$ cat src/rtl/ps2_pkg.sv
// Shared types and scan-code constants for the PS/2 scan sequencer.
// Holds the parser state enum and the packed key event bundle.
package ps2_pkg;

    typedef enum logic [2:0] {
        ST_IDLE     = 3'd0,
        ST_GOT_E0   = 3'd1,
        ST_GOT_F0   = 3'd2,
        ST_GOT_E0F0 = 3'd3,
        ST_PAUSE    = 3'd4
    } parser_state_t;

    localparam logic [7:0] SC_EXT        = 8'hE0;
    localparam logic [7:0] SC_BRK        = 8'hF0;
    localparam logic [7:0] SC_PAUSE      = 8'hE1;
    localparam logic [7:0] SC_BAT        = 8'hAA;
    localparam logic [7:0] SC_ACK        = 8'hFA;
    localparam logic [7:0] SC_PAUSE_CODE = 8'h77;
    localparam int         PAUSE_TAIL    = 7;

    typedef struct packed {
        logic [7:0] code;
        logic       ext;
        logic       brk;
    } key_event_t;

    function automatic key_event_t mk_event(
        input logic [7:0] code,
        input logic       ext,
        input logic       brk
    );
        key_event_t e;
        e.code = code;
        e.ext  = ext;
        e.brk  = brk;
        return e;
    endfunction

endpackage

$ cat src/rtl/ps2_event_fifo.sv
// Show-ahead FIFO of key_event_t with occupancy count.
// Ports: clk, reset (async active-low), i_wr/i_wdata push side,
// i_rd_ready pop side, o_valid/o_rdata head, o_count, o_drop
// (push rejected because full with no simultaneous pop).
module ps2_event_fifo
    import ps2_pkg::*;
#(
    parameter int DEPTH = 4
) (
    input  logic                   clk,
    input  logic                   reset,
    input  logic                   i_wr,
    input  key_event_t             i_wdata,
    input  logic                   i_rd_ready,
    output logic                   o_valid,
    output key_event_t             o_rdata,
    output logic [$clog2(DEPTH):0] o_count,
    output logic                   o_drop
);

    localparam int AW = $clog2(DEPTH);
    localparam logic [AW:0] FULL_CNT = (AW+1)'(DEPTH);

    key_event_t    r_mem [DEPTH];
    logic [AW-1:0] r_wptr;
    logic [AW-1:0] r_rptr;
    logic [AW:0]   r_count;

    logic w_empty;
    logic w_full;
    logic w_pop;
    logic w_write;

    assign w_empty = (r_count == '0);
    assign w_full  = (r_count == FULL_CNT);
    assign w_pop   = ~w_empty & i_rd_ready;
    // A pop in the same cycle frees the slot, so a full FIFO still accepts.
    assign w_write = i_wr & (~w_full | w_pop);

    always_ff @(posedge clk or negedge reset) begin
        if (!reset) begin
            r_wptr  <= '0;
            r_rptr  <= '0;
            r_count <= '0;
        end else begin
            if (w_write) r_wptr <= r_wptr + AW'(1);
            if (w_pop)   r_rptr <= r_rptr + AW'(1);
            case ({w_write, w_pop})
                2'b10:   r_count <= r_count + (AW+1)'(1);
                2'b01:   r_count <= r_count - (AW+1)'(1);
                default: r_count <= r_count;
            endcase
        end
    end

    always_ff @(posedge clk) begin
        if (w_write) r_mem[r_wptr] <= i_wdata;
    end

    assign o_valid = ~w_empty;
    assign o_rdata = r_mem[r_rptr];
    assign o_count = r_count;
    assign o_drop  = i_wr & w_full & ~w_pop;

endmodule

$ cat src/rtl/ps2_scan_sequencer.sv
// PS/2 set-2 scan sequencer: strobe sync, prefix parser, inter-byte
// timeout, optional typematic filter (PS2_TYPEMATIC_FILTER_EN), FIFO.
// Ports: clk, reset (async active-low), byte_ready/byte_data in,
// event_valid/ready/code/ext/break out, fifo_count, overflow,
// protocol_err (both sticky until reset).
module ps2_scan_sequencer
    import ps2_pkg::*;
#(
    parameter int FIFO_DEPTH     = 4,
    parameter int TIMEOUT_CYCLES = 100000
) (
    input  logic                        clk,
    input  logic                        reset,
    input  logic                        byte_ready,
    input  logic [7:0]                  byte_data,
    output logic                        event_valid,
    input  logic                        event_ready,
    output logic [7:0]                  event_code,
    output logic                        event_ext,
    output logic                        event_break,
    output logic [$clog2(FIFO_DEPTH):0] fifo_count,
    output logic                        overflow,
    output logic                        protocol_err
);

    localparam int          TW     = $clog2(TIMEOUT_CYCLES);
    localparam logic [TW-1:0] TO_MAX = TW'(TIMEOUT_CYCLES - 1);
    localparam logic [2:0]  PT_MAX = 3'(PAUSE_TAIL - 1);

    logic r_s1;
    logic r_s2;
    logic r_s3;
    logic w_strobe;

    parser_state_t r_state;
    parser_state_t w_state_nxt;
    logic [2:0]    r_pcnt;
    logic [2:0]    w_pcnt_nxt;
    logic [TW-1:0] r_to_cnt;
    logic [TW-1:0] w_to_nxt;

    logic       w_push_raw;
    logic       w_push;
    key_event_t w_evt;
    logic       w_err;
    logic       w_is_pfx;

    logic       w_fifo_valid;
    key_event_t w_head;
    logic       w_drop;

    logic r_overflow;
    logic r_perr;

    always_ff @(posedge clk or negedge reset) begin
        if (!reset) begin
            r_s1 <= 1'b0;
            r_s2 <= 1'b0;
            r_s3 <= 1'b0;
        end else begin
            r_s1 <= byte_ready;
            r_s2 <= r_s1;
            r_s3 <= r_s2;
        end
    end

    assign w_strobe = r_s2 & ~r_s3;
    assign w_is_pfx = (byte_data == SC_EXT) | (byte_data == SC_BRK) |
                      (byte_data == SC_PAUSE);

    always_comb begin
        w_state_nxt = r_state;
        w_pcnt_nxt  = r_pcnt;
        w_to_nxt    = r_to_cnt + TW'(1);
        w_push_raw  = 1'b0;
        w_evt       = mk_event(byte_data, 1'b0, 1'b0);
        w_err       = 1'b0;
        if (w_strobe) begin
            // A byte arriving on the timeout cycle is still processed.
            w_to_nxt = '0;
            case (r_state)
                ST_IDLE: begin
                    case (byte_data)
                        SC_EXT:   w_state_nxt = ST_GOT_E0;
                        SC_BRK:   w_state_nxt = ST_GOT_F0;
                        SC_PAUSE: begin
                            w_state_nxt = ST_PAUSE;
                            w_pcnt_nxt  = '0;
                        end
                        SC_BAT, SC_ACK: ;
                        8'h00, 8'hFF: w_err = 1'b1;
                        default:  w_push_raw = 1'b1;
                    endcase
                end
                ST_GOT_E0: begin
                    if (byte_data == SC_BRK) begin
                        w_state_nxt = ST_GOT_E0F0;
                    end else if (w_is_pfx) begin
                        w_err       = 1'b1;
                        w_state_nxt = ST_IDLE;
                    end else begin
                        w_push_raw  = 1'b1;
                        w_evt       = mk_event(byte_data, 1'b1, 1'b0);
                        w_state_nxt = ST_IDLE;
                    end
                end
                ST_GOT_F0: begin
                    w_state_nxt = ST_IDLE;
                    if (w_is_pfx) begin
                        w_err = 1'b1;
                    end else begin
                        w_push_raw = 1'b1;
                        w_evt      = mk_event(byte_data, 1'b0, 1'b1);
                    end
                end
                ST_GOT_E0F0: begin
                    w_state_nxt = ST_IDLE;
                    if (w_is_pfx) begin
                        w_err = 1'b1;
                    end else begin
                        w_push_raw = 1'b1;
                        w_evt      = mk_event(byte_data, 1'b1, 1'b1);
                    end
                end
                ST_PAUSE: begin
                    // Pause tail bytes are fixed; only their count matters.
                    if (r_pcnt == PT_MAX) begin
                        w_push_raw  = 1'b1;
                        w_evt       = mk_event(SC_PAUSE_CODE, 1'b1, 1'b0);
                        w_state_nxt = ST_IDLE;
                    end else begin
                        w_pcnt_nxt = r_pcnt + 3'd1;
                    end
                end
                default: w_state_nxt = ST_IDLE;
            endcase
        end else if (r_state == ST_IDLE) begin
            w_to_nxt = '0;
        end else if (r_to_cnt == TO_MAX) begin
            w_to_nxt    = '0;
            w_state_nxt = ST_IDLE;
            w_err       = 1'b1;
        end
    end

    always_ff @(posedge clk or negedge reset) begin
        if (!reset) begin
            r_state  <= ST_IDLE;
            r_pcnt   <= '0;
            r_to_cnt <= '0;
        end else begin
            r_state  <= w_state_nxt;
            r_pcnt   <= w_pcnt_nxt;
            r_to_cnt <= w_to_nxt;
        end
    end

`ifdef PS2_TYPEMATIC_FILTER_EN
    logic       r_held_vld;
    logic [7:0] r_held_code;
    logic       r_held_ext;
    logic       w_match;

    assign w_match = r_held_vld & (w_evt.code == r_held_code) &
                     (w_evt.ext == r_held_ext);
    // Repeated makes of the held key are auto-repeat; breaks always pass.
    assign w_push  = w_push_raw & (w_evt.brk | ~w_match);

    always_ff @(posedge clk or negedge reset) begin
        if (!reset) begin
            r_held_vld  <= 1'b0;
            r_held_code <= '0;
            r_held_ext  <= 1'b0;
        end else if (w_push_raw) begin
            if (!w_evt.brk && !w_match) begin
                r_held_vld  <= 1'b1;
                r_held_code <= w_evt.code;
                r_held_ext  <= w_evt.ext;
            end else if (w_evt.brk && w_match) begin
                r_held_vld <= 1'b0;
            end
        end
    end
`else
    assign w_push = w_push_raw;
`endif

    ps2_event_fifo #(
        .DEPTH (FIFO_DEPTH)
    ) u_fifo (
        .clk        (clk),
        .reset      (reset),
        .i_wr       (w_push),
        .i_wdata    (w_evt),
        .i_rd_ready (event_ready),
        .o_valid    (w_fifo_valid),
        .o_rdata    (w_head),
        .o_count    (fifo_count),
        .o_drop     (w_drop)
    );

    always_ff @(posedge clk or negedge reset) begin
        if (!reset) begin
            r_overflow <= 1'b0;
            r_perr     <= 1'b0;
        end else begin
            r_overflow <= r_overflow | w_drop;
            r_perr     <= r_perr | w_err;
        end
    end

    // Head fields are forced to zero while empty so reset shows all zeros.
    assign event_valid  = w_fifo_valid;
    assign event_code   = w_fifo_valid ? w_head.code : 8'h00;
    assign event_ext    = w_fifo_valid & w_head.ext;
    assign event_break  = w_fifo_valid & w_head.brk;
    assign overflow     = r_overflow;
    assign protocol_err = r_perr;

endmodule
$ cat config.mk
export PLATFORM = sky130hd
export DESIGN_NAME = ps2_scan_sequencer
export DESIGN_NICKNAME = d
export VERILOG_FILES = /design/src/rtl/ps2_pkg.sv /design/src/rtl/ps2_event_fifo.sv /design/src/rtl/ps2_scan_sequencer.sv
export SDC_FILE = /design/constraint.sdc
export NUM_CORES = 1
export LEC_CHECK = 0
export BUFFER_PORTS_ARGS = -buffer_cell sky130_fd_sc_hd__buf_4
export CORE_MARGIN = 1
export CORE_UTILIZATION = 45
export CTS_CLUSTER_SIZE = 14
export DETAILED_ROUTE_END_ITERATION = 8
export GPL_TIMING_DRIVEN = 0
export SLEW_MARGIN = 5
export SYNTH_ARGS = -nofsm -noshare
export SYNTH_HDL_FRONTEND = slang
export SYNTH_HIERARCHICAL = 1
export SYNTH_SLANG_ARGS = --single-unit
$ cat constraint.sdc
create_clock -name clk -period 6.05 [get_ports clk]
set_clock_uncertainty 0.1 [all_clocks]
set_input_delay 1.21 -clock clk [delete_from_list [all_inputs] [get_ports clk]]
set_output_delay 1.21 -clock clk [all_outputs]
set_load 0.03 [all_outputs]
==> flow_metrics.tcl <==
set metrics [dict create \
    status "finished, final reports clean" \
    cts_num_sinks 75 \
    grt_pass1_wl_mm 10.7 \
    io_buffers 27 \
    netlist_area_um2 3530 \
    n_fill_cell 624 \
    placedCellCount 398 \
    syn_to_final_growth_pct 15.6 \
    yosys_warnings 6 \
    fmax_mhz 280 \
    core_area_um2 7410 \
    critPathKind "primary input to register" \
    path_max_fanout 7 \
    drv_slew 0 \
    rows 31 \
    grt_start_max_net_pins 36 \
    maxCapViolCount 0 \
    top_layer_used "met4" \
    htree_levels 3 \
    synth_edf_count 40 \
    wirelength_met1_mm 2.89 \
    worst_pin_slew_ns 0.518 \
    clk_path_buf_depth 2 \
    first_pass_iters 4 \
    yosysUniqueCellTypes 51 \
    clock_latency_ns 0.36 \
    vias 2146 \
    cts_buffers 9 \
    wl_per_cell_um 14.6 \
    ys_ff_latch 75 \
    peakVddDrop_uv 185 \
    required_ns 6.23 \
    place_area_um2 3860 \
    endpoint_kind "register" \
    final-seq-area_um2 2080 \
    cp_top_family "simple AND/OR/NAND/NOR gates" \
    min_period_ns 3.57 \
    start_kind "primary input" \
    utilization_pct 55.1 \
    drc 0 \
    syn_inst 272 \
    die-area_um2 8210 \
    multi_input_area_um2 1380 \
    grt_pass1_vias 2142 \
    clockRootBuffer "clkbuf_8" \
    slew_headroom_pct 65.2 \
    stdcell_count 414 \
    dieWidth_um 90.6 \
    place.gp.congestion 0.839 \
    finalWirelength_mm 6.05 \
    cp.arrival_ns 3.75 \
    tritoncts "built" \
    ant_nets 0 \
    worst-path-buf-inv 3 \
    finalCritPeriodShare_pct 59.0 \
    yosysSeqAreaShare_pct 58.8 \
    cts_setup_buffers 0 \
    start_util_pct 47.7 \
    ios 28 \
    met3_length_um 149 \
    drive_gt1_share_pct 23.8 \
    rsz0062_at_grt "false" \
    nets 331 \
    fin_tns_setup_ns 0 \
    antenna_found_initial 0 \
    cts_hold_buf 0 \
    clk_pin_slew_ns 0.08 \
    final_cell_area_um2 4080 \
    avgViaCountPerCell 5.18 \
    antenna_cells 0 \
    p_leak_nw 1.61 \
    hold_viol_final 0 \
    path_cells "buf_4 -> nand4bb_1 -> nor3_1 -> nor3_1 -> a21oi_1 -> a221oi_1 -> nor2b_2 -> inv_1 -> ha_1 -> inv_1 -> fa_1 -> xor2_1 -> nor2_1 -> xor2_1" \
    overflow 0 \
    p_per_area_nw_per_um2 416 \
    dp_hpwl_mm 4.15 \
    cp_slowest_cell "nor3_1" \
    async_reset_ff_share_pct 46.7 \
    synth.net_count 293 \
    drt_iter0_markers 83 \
    synth-main-ff-cell "edfxtp_1" \
    die-height_um 90.6 \
    syn_avg_cell_area_um2 13.0 \
    setup_viol 0 \
    wl_met2_mm 2.88 \
    hold_class "register to register" \
    crit_path_max_incr_delay_ns 0.46 \
    post_cts_resized 0 \
    track_usage_pct 17.0 \
]
-- layout make-up --
cell class              instances  share of cell area, %
plain buffers                   7                  0.920
clock inverters                 7                   2.42
clock buffers                   9                   3.03
repair buffers                 27                   4.97
well taps                      99                   3.03
multi-input cells             179                   33.7
flip-flops and latches         75                   50.9
inverters                      11                   1.01
-- per-layer routing --
| layer | vias up | track usage [%] |
|---|---|---|
| li1 | 1062 | - |
| met1 | 1044 | 22.7 |
| met2 | 30 | 26.7 |
| met3 | 10 | 3.28 |
| met4 | 0 | 8.06 |
| met5 | - | 0 |
-- cell usage in the layout (no fill, tap or decap), types with 2 or more instances in the layout --
cell	synthesis	routed
edfxtp_1	40	40
dfrtp_1	35	35
buf_4	2	29
nor2_1	21	21
nand2_1	18	18
and2_1	15	15
xor2_1	14	14
inv_1	11	11
nand3_1	10	10
mux4_2	10	10
clkbuf_8	0	9
nand2b_1	8	8
ha_1	8	8
nand4_1	7	7
xnor2_1	7	7
nor3_1	5	5
and2_2	5	5
or3_1	4	4
o21ai_0	4	4
nor4bb_1	3	3
or2_2	3	3
a21oi_1	3	3
nor4_1	3	3
and4_1	2	2
clkbuf_2	2	2
clkbuf_1	2	2
nor2b_1	2	2
and3_1	2	2
o22a_1	2	2
a21o_1	2	2
inv_6	0	2
bufinv_16	0	2
-- final timing paths --
check | startpoint | end | slack, ns | depth (start not counted)
max reg2reg | r_state[0]$_DFFE_PN0P_ | u_fifo/o_count[2]$_DFFE_PN0P_ | 3.06 | 13
min | r_s1$_DFF_PN0_ | r_s2$_DFF_PN0_ | 0.26 | 0
min in group asynchronous | reset | r_to_cnt[12]$_DFF_PN0_ | 0.69 | 1
max | byte_data[3] | u_fifo/o_count[2]$_DFFE_PN0P_ | 2.48 | 14
min reg2reg | r_s1$_DFF_PN0_ | r_s2$_DFF_PN0_ | 0.26 | 0
max in group asynchronous | reset | r_to_cnt[11]$_DFF_PN0_ | 4.84 | 1
-- kinds of logic (layout without fill, tap and decap cells) --
logic type	after synthesis	count (layout)	share of synthesized area (%)
xor+xnor	21	21	5.21
flops	75	75	58.8
compound gates	21	21	4.53
mux	12	12	7.08
buf+inv	18	61	2.23
fa+ha+maj	9	9	3.40
simple gates	116	116	18.7
-- report_power, final --
group	internal, mW	switching, mW	total [mW]
Clock	0.235	0.197	0.432
Sequential	0.613	0.0477	0.661
Combinational	0.268	0.336	0.605
Total	1.12	0.581	1.70
-- synth_stat cells, types with 2 or more instances --
cell	count	area, µm²
or3_1	4	25.0
clkbuf_1	2	7.51
buf_4	2	15.0
or2_2	3	18.8
nand2b_1	8	50.1
and4_1	2	17.5
o21ai_0	4	20.0
and2_2	5	37.5
a21o_1	2	15.0
nand2_1	18	67.6
nor4bb_1	3	30.0
inv_1	11	41.3
nand3_1	10	50.1
xor2_1	14	123
nor2_1	21	78.8
a21oi_1	3	15.0
edfxtp_1	40	1200
and3_1	2	12.5
ha_1	8	100
nor3_1	5	25.0
nand4_1	7	43.8
clkbuf_2	2	10.0
nor2b_1	2	12.5
xnor2_1	7	61.3
o22a_1	2	17.5
and2_1	15	93.8
nor4_1	3	18.8
mux4_2	10	225
dfrtp_1	35	876
-- stage by stage --
step	worst slack (ns)	total power, mW	hold WS [ns]
5_1_grt	2.21	1.79	0.283
2_1_floorplan	2.57	1.11	0.231
4_1_cts	2.49	1.72	0.267
3_5_place_dp	2.12	1.29	0.248
6_report	2.48	1.70	0.264
3_3_place_gp	2.12	1.28	0.239
-- worst reg2reg max path, stage by stage, from the launching register on --
cell      delay [ns]
dfrtp_1         0.36
clkbuf_1        0.19
or2_2           0.34
nor2_1          0.15
a21oi_1         0.08
a221oi_1        0.38
nor2b_2         0.38
inv_1           0.08
ha_1            0.21
inv_1           0.07
fa_1            0.17
xor2_1          0.16
nor2_1          0.07
xor2_1          0.14
-- state kept, by name (all words and copies together) (netlist names) --
signal	flops
overflow	1
protocol_err	1
r_pcnt	3
r_s1	1
r_s2	1
r_s3	1
r_state	3
r_to_cnt	17
u_fifo/o_count	3
u_fifo/r_mem	40
u_fifo/r_rptr	2
u_fifo/r_wptr	2
(Power assumes the default switching activity.)
